File: src/rtl/instr_loader.sv
// Byte-stream program loader: receives a 16-bit word count then little-endian words and writes them to instruction memory.
// Optional trailer XOR checksum is enabled by defining LOADER_CHECKSUM_EN.
module instr_loader #(
  parameter int unsigned MEM_WORDS = 64
) (
  input  logic        clk,
  input  logic        rst,
  input  logic        start,
  input  logic [7:0]  rx_data,
  input  logic        rx_valid,
  output logic        rx_ready,
  output logic        mem_we,
  output logic [31:0] mem_addr,
  output logic [31:0] mem_wdata,
  output logic        cpu_rst,
  output logic        busy,
  output logic        done,
  output logic        err
);

  localparam int unsigned WCW = $clog2(MEM_WORDS + 1);

  typedef enum logic [2:0] {
    IDLE, LEN_LO, LEN_HI, BYTES, WRITE, CSUM, DONE, ERR
  } state_e;

`ifdef LOADER_CHECKSUM_EN
  localparam state_e TAIL = CSUM;
`else
  localparam state_e TAIL = DONE;
`endif

  state_e           state_q, state_d;
  logic [15:0]      len_q, len_d;
  logic [WCW-1:0]   word_cnt_q, word_cnt_d;
  logic [1:0]       byte_cnt_q, byte_cnt_d;
  logic [31:0]      word_q, word_d;
  logic [15:0]      n_full;
`ifdef LOADER_CHECKSUM_EN
  logic [7:0]       csum_q, csum_d;
`endif

  assign n_full = {rx_data, len_q[7:0]};

  always_ff @(posedge clk) begin
    if (rst) begin
      state_q    <= IDLE;
      len_q      <= '0;
      word_cnt_q <= '0;
      byte_cnt_q <= '0;
      word_q     <= '0;
`ifdef LOADER_CHECKSUM_EN
      csum_q     <= '0;
`endif
    end else begin
      state_q    <= state_d;
      len_q      <= len_d;
      word_cnt_q <= word_cnt_d;
      byte_cnt_q <= byte_cnt_d;
      word_q     <= word_d;
`ifdef LOADER_CHECKSUM_EN
      csum_q     <= csum_d;
`endif
    end
  end

  always_comb begin
    state_d    = state_q;
    len_d      = len_q;
    word_cnt_d = word_cnt_q;
    byte_cnt_d = byte_cnt_q;
    word_d     = word_q;
`ifdef LOADER_CHECKSUM_EN
    csum_d     = csum_q;
`endif
    rx_ready   = 1'b0;
    mem_we     = 1'b0;
    case (state_q)
      IDLE, DONE, ERR: begin
        if (start) begin
          state_d    = LEN_LO;
          len_d      = '0;
          word_cnt_d = '0;
          byte_cnt_d = '0;
`ifdef LOADER_CHECKSUM_EN
          csum_d     = '0;
`endif
        end
      end
      LEN_LO: begin
        rx_ready = 1'b1;
        if (rx_valid) begin
          len_d[7:0] = rx_data;
          state_d    = LEN_HI;
        end
      end
      LEN_HI: begin
        rx_ready = 1'b1;
        if (rx_valid) begin
          len_d = n_full;
          if (32'(n_full) > MEM_WORDS)   state_d = ERR;
          else if (n_full == 16'd0)      state_d = TAIL;
          else                           state_d = BYTES;
        end
      end
      BYTES: begin
        rx_ready = 1'b1;
        if (rx_valid) begin
          // Shift in from the top so the first byte ends up in bits [7:0]
          word_d = {rx_data, word_q[31:8]};
`ifdef LOADER_CHECKSUM_EN
          csum_d = csum_q ^ rx_data;
`endif
          if (byte_cnt_q == 2'd3) begin
            byte_cnt_d = '0;
            state_d    = WRITE;
          end else begin
            byte_cnt_d = byte_cnt_q + 2'd1;
          end
        end
      end
      WRITE: begin
        mem_we = 1'b1;
        if ((32'(word_cnt_q) + 32'd1) < 32'(len_q)) begin
          word_cnt_d = word_cnt_q + WCW'(1);
          state_d    = BYTES;
        end else begin
          state_d = TAIL;
        end
      end
`ifdef LOADER_CHECKSUM_EN
      CSUM: begin
        rx_ready = 1'b1;
        if (rx_valid) state_d = (rx_data == csum_q) ? DONE : ERR;
      end
`endif
      default: state_d = IDLE;
    endcase
  end

  assign mem_addr  = {30'(word_cnt_q), 2'b00};
  assign mem_wdata = word_q;
  assign busy      = (state_q != IDLE) && (state_q != DONE) && (state_q != ERR);
  assign done      = (state_q == DONE);
  assign err       = (state_q == ERR);
  assign cpu_rst   = (state_q != DONE);

endmodule

File: config.mk
export PLATFORM = sky130hd
export DESIGN_NAME = instr_loader
export DESIGN_NICKNAME = d
export VERILOG_FILES = /design/src/rtl/instr_loader.sv
export SDC_FILE = /design/constraint.sdc
export NUM_CORES = 1
export LEC_CHECK = 0
export BUFFER_PORTS_ARGS = -buffer_cell sky130_fd_sc_hd__clkbuf_2
export CAP_MARGIN = 20
export CORE_ASPECT_RATIO = 1.1
export CORE_MARGIN = 2
export CORE_UTILIZATION = 40
export DETAILED_ROUTE_END_ITERATION = 6
export PLACE_DENSITY = 0.62
export SLEW_MARGIN = 10
export SYNTH_ARGS = -nofsm -noshare
export SYNTH_HDL_FRONTEND = slang
export SYNTH_SLANG_ARGS = --single-unit
File: constraint.sdc
create_clock -name clk -period 2.5 [get_ports clk]
set_input_delay 0.125 -clock clk [delete_from_list [all_inputs] [get_ports clk]]
set_output_delay 0.125 -clock clk [all_outputs]
set_load 0.01 [all_outputs]
# After elaboration in Yosys (flattened, before gate mapping)
# Index checks and enable logic that the tools add are counted.
# totals
register_bits,60
# classes
n_addsub,3
magnitude_cmp,2
eq_ne,15
mux,23
bitwise_logic,1
n_reduce_logical,17
# ops
op,count
$mux W16,2
$mux W3,8
$pmux W8 S3,1
$gt A16 B7 Y1 const B,1
$logic_not A16 Y1,1
$lt A8 B16 Y1,1
$pmux W8 S2,1
$pmux W3 S5,1
$mux W7,2
$pmux W7 S2,1
$ne A2 B2 Y1 const B,6
$eq A3 B3 Y1 const B,3
$reduce_and A3 Y1,3
$add A7 B1 Y8 const B,1
$mux W8,1
$reduce_bool A2 Y1,4
$add A7 B1 Y7 const B,1
$eq A3 B2 Y1 const B,2
$mux W2,3
$ne A3 B3 Y1 const B,2
$reduce_or A3 Y1,2
$reduce_and A5 Y1,1
$pmux W2 S2,1
$reduce_and A4 Y1,1
other kinds (9),11

# Depth between registers and ports, before layout
# logic_depth
ltp_word,5
mapped_depth,10
ltp_nobuf,10

# Worst setup path after synthesis
# No wires, ideal clock.
# synth_path
kind,flip-flop to flip-flop
start,register word_cnt_q[0]
end,register word_cnt_q[2]
t_arrival_ps,2475
slack_ps,-37
stages_incl_launch_ff,11
path_buffers,1
synth_period_minus_slack_ps,2537
path_cell_list,dfxtp_1 -> and3_2 -> clkbuf_1 -> nand3_1 -> xnor2_1 -> ha_1 -> a211oi_1 -> nor2_1 -> o21a_1 -> or4_1 -> nand3_1
# synth_between
elab_chain_len,4
elab_cells_between_ends,7
cone_classes,add/sub: 2; order compare: 1; eq/ne: 1; mux: 2; reduce/logical: 1
# synth_lines
item,line_no,rtl
start: declaration,35,"logic [WCW-1:0] word_cnt_q, word_cnt_d;"
start signal: assignment,58,word_cnt_q <= word_cnt_d;
$add A7 B1 Y8,124,if ((32'(word_cnt_q) + 32'd1) < 32'(len_q)) begin
$lt A8 B16 Y1,124,
$ne A2 B2 Y1 (no line),-,
$reduce_and A3 Y1 (no line),-,
# Parallel ways exist; a longest one is shown, timed or not. The select of a mux whose other input is x is not followed.
# A chain may end at the register's enable or synchronous reset.

# Worst setup path after layout
# layout_path
start,register word_cnt_q[1]
end,register word_cnt_q[2]
# The elaborated chain is that of the path after synthesis.

==> flow_summary.ini <==
[run_status]
status = finished, final reports clean

[detailed_routing]
dr.first_iter.drc_count = 143
drc_errors = 0
drt.antenna.violating_nets = 0
wl_per_cell_um = 13.2
routed_wl_um = 7680
route.vias.total = 2963
vias_per_cell = 5.10
firstDrtPassIters = 4

[finish]
final_common_cell = nand2_1
multi_input_area_um2 = 1780
drive_above_1_share = 0.224
area_delta_synth_final_pct = 17.2
seq_area_um2 = 1210
design_area_um2 = 3730
utilization = 0.476
diodes = 0
fillers = 824
nets = 491
final_cell_mix = 87 x nand2_1, 57 x dfxtp_1, 56 x clkbuf_2

[sta]
finalCritPeriodShare = 0.996
timing.fmax_mhz = 402
drv_slew = 0
fin_crit_ns = 2.49
fin_worst_skew_ns = 0.0101
finalHoldViolations = 0
tightest_slew_ns = 0.922
setup_slack_ns = 0.0105
setup_viol = 0
holdWs_ns = 0.0843
rsz0062_at_grt = true
relSlewSlack = 0.386

[pwr]
p_int_mw = 1.80
leakage_nw = 1.48
combPwrFrac = 0.383
ir_drop_mv = 0.318
p_switching_mw = 1.16
swShare = 0.392
pwr_density_cell_nw_per_um2 = 793
seq_power_share = 0.356
power.clock.fraction = 0.261

[cts]
clk_latency_ns = 0.33
cts_tree = done
cts.path.max_buffers = 2
cts-root-buf = clkbuf_8
cts_max_level = 3
clock-sinks = 60
cts_buffers = 9
path_clk_slew_ns = 0.07
cts_hold_buf = 0

[placement]
hpwl_um = 5370
place_congestion = 0.858
port_buffers = 56
dpl_cell_area_um2 = 3480
pre_cts_ws_ns = -0.0190

[synthesis]
syn-instance-count = 413
yosys_warnings = 0
async_flop_share = 0
ys_ff_latch = 60
syn_area_um2 = 3180
synth-seq-area-share = 0.378
synth_area_per_cell_um2 = 7.70
synth.distinct_cells = 52
synth-edff-count = 0
ys.flop_type = dfxtp_1

[global_routing]
track_usage = 0.183
overflow = 0
first_global_vias = 2746
antenna_found_initial = 0
grt_max_degree = 52
grt_pass1_wl_um = 12900

[critical_path]
cp_data_required_time_ns = 2.77
critPathKind = flop to flop
path_max_fanout = 5
critPathArrivalTime_ns = 2.76
start_kind = flop
end_kind = flop

[floorplanning]
die_y_um = 97.5
initial_core_util = 0.406
coreArea_um2 = 7830
die_w_um = 89.0
rows = 34
io_pins = 82
die-area_um2 = 8670

[job]
maxCapViolCount = 0

[min_path]
hold_class = input port to flop
worst max-delay path: stages (launching register included):
cell and delay (ns):
dfxtp_4 0.38, ha_4 0.15, and3_4 0.21, nand3_4 0.08
xnor2_2 0.16, ha_1 0.29, nand4_1 0.17, nor4_4 0.07
buf_4 0.16, buf_4 0.14, or4_1 0.52, nand3_1 0.08
cell usage after synthesis, drive strengths merged (4+ instances only):
cell type  count  area share
nand2         88        0.10
dfxtp         60        0.38
a21oi         48       0.076
buf           36       0.076
nor2          28       0.034
nand3         21       0.033
clkbuf        13       0.015
inv           12       0.014
a31oi         11       0.022
ha            11       0.043
nor4           8       0.024
o21ai          8       0.013
nor2b          7       0.014
and3           5       0.010
nor3           5      0.0079
nand4          4      0.0079
o211ai         4      0.0094
power groups by stage:
stage	sequential [mW]	combinational (mW)	clock [mW]
2_1_floorplan	1.07	0.834	0
3_3_place_gp	1.08	1.04	0
3_5_place_dp	1.08	1.04	0
4_1_cts	1.06	1.05	0.798
5_1_grt	1.06	1.25	0.844
6_report	1.05	1.13	0.771
per-layer routing:
layer	GRT usage	routed length (um)	vias to the layer above
met3	0.0493	403	11
met5	0	0	-
li1	-	-	1490
met4	0.0517	78	0
met1	0.250	3610	1373
met2	0.284	3590	89
final cells by class:
class / count / share of cell area
clock inverters: 7 / 0.0141
repair buffers: 69 / 0.101
inverters: 13 / 0.0131
flip-flops and latches: 60 / 0.325
well taps: 108 / 0.0363
multi-input cells: 315 / 0.477
clock buffers: 9 / 0.0332
sequential cells by signal (all words and copies together) (netlist names):
| signal | cells |
|---|---|
| mem_wdata | 32 |
| len_q | 16 |
| word_cnt_q | 7 |
| state_q | 3 |
| byte_cnt_q | 2 |
stage by stage:
| stage | instances | TNS (ns) | power, mW |
|---|---|---|---|
| after floorplan | 437 | 0 | 1.90 |
| after global routing | 581 | -0.175 | 3.15 |
| after CTS | 579 | 0 | 2.90 |
| final | 581 | 0 | 2.96 |
| after global placement | 563 | 0 | 2.11 |
| after detailed placement | 563 | -0.0190 | 2.12 |
path summary, 6_finish.rpt:
path                               from                    endpoint  slack (ns)  cells past startpoint
max reg2reg  word_cnt_q[1]$_SDFFE_PP0P_  word_cnt_q[2]$_SDFFE_PP0P_        0.01                     11
max          word_cnt_q[1]$_SDFFE_PP0P_  word_cnt_q[2]$_SDFFE_PP0P_        0.01                     11
min                          rx_data[4]  mem_wdata[28]$_SDFFE_PP0P_        0.08                      3
min reg2reg   mem_wdata[1]$_SDFFE_PP0P_   mem_wdata[1]$_SDFFE_PP0P_        0.46                      2
logic make-up (layout without fill, tap and decap cells):
logic type	count (synthesis)	in the layout	share of synthesized area
mux	3	3	0.00945
flops	60	60	0.378
fa+ha+maj	11	11	0.0433
buf+inv	62	98	0.107
compound gates	91	91	0.180
simple gates	179	179	0.264
xor+xnor	6	6	0.0165
other cells	1	25	0.00118
timing repair:
item                                   4_1_cts  5_1_grt
setup endpoints to repair                    1        8
resized for setup                            3       10
gates cloned                                 0        0
endpoints found under the hold margin        0        0
buffers inserted                             0        2
pin swaps                                    0        3
Power figures use the tool's default switching activity.
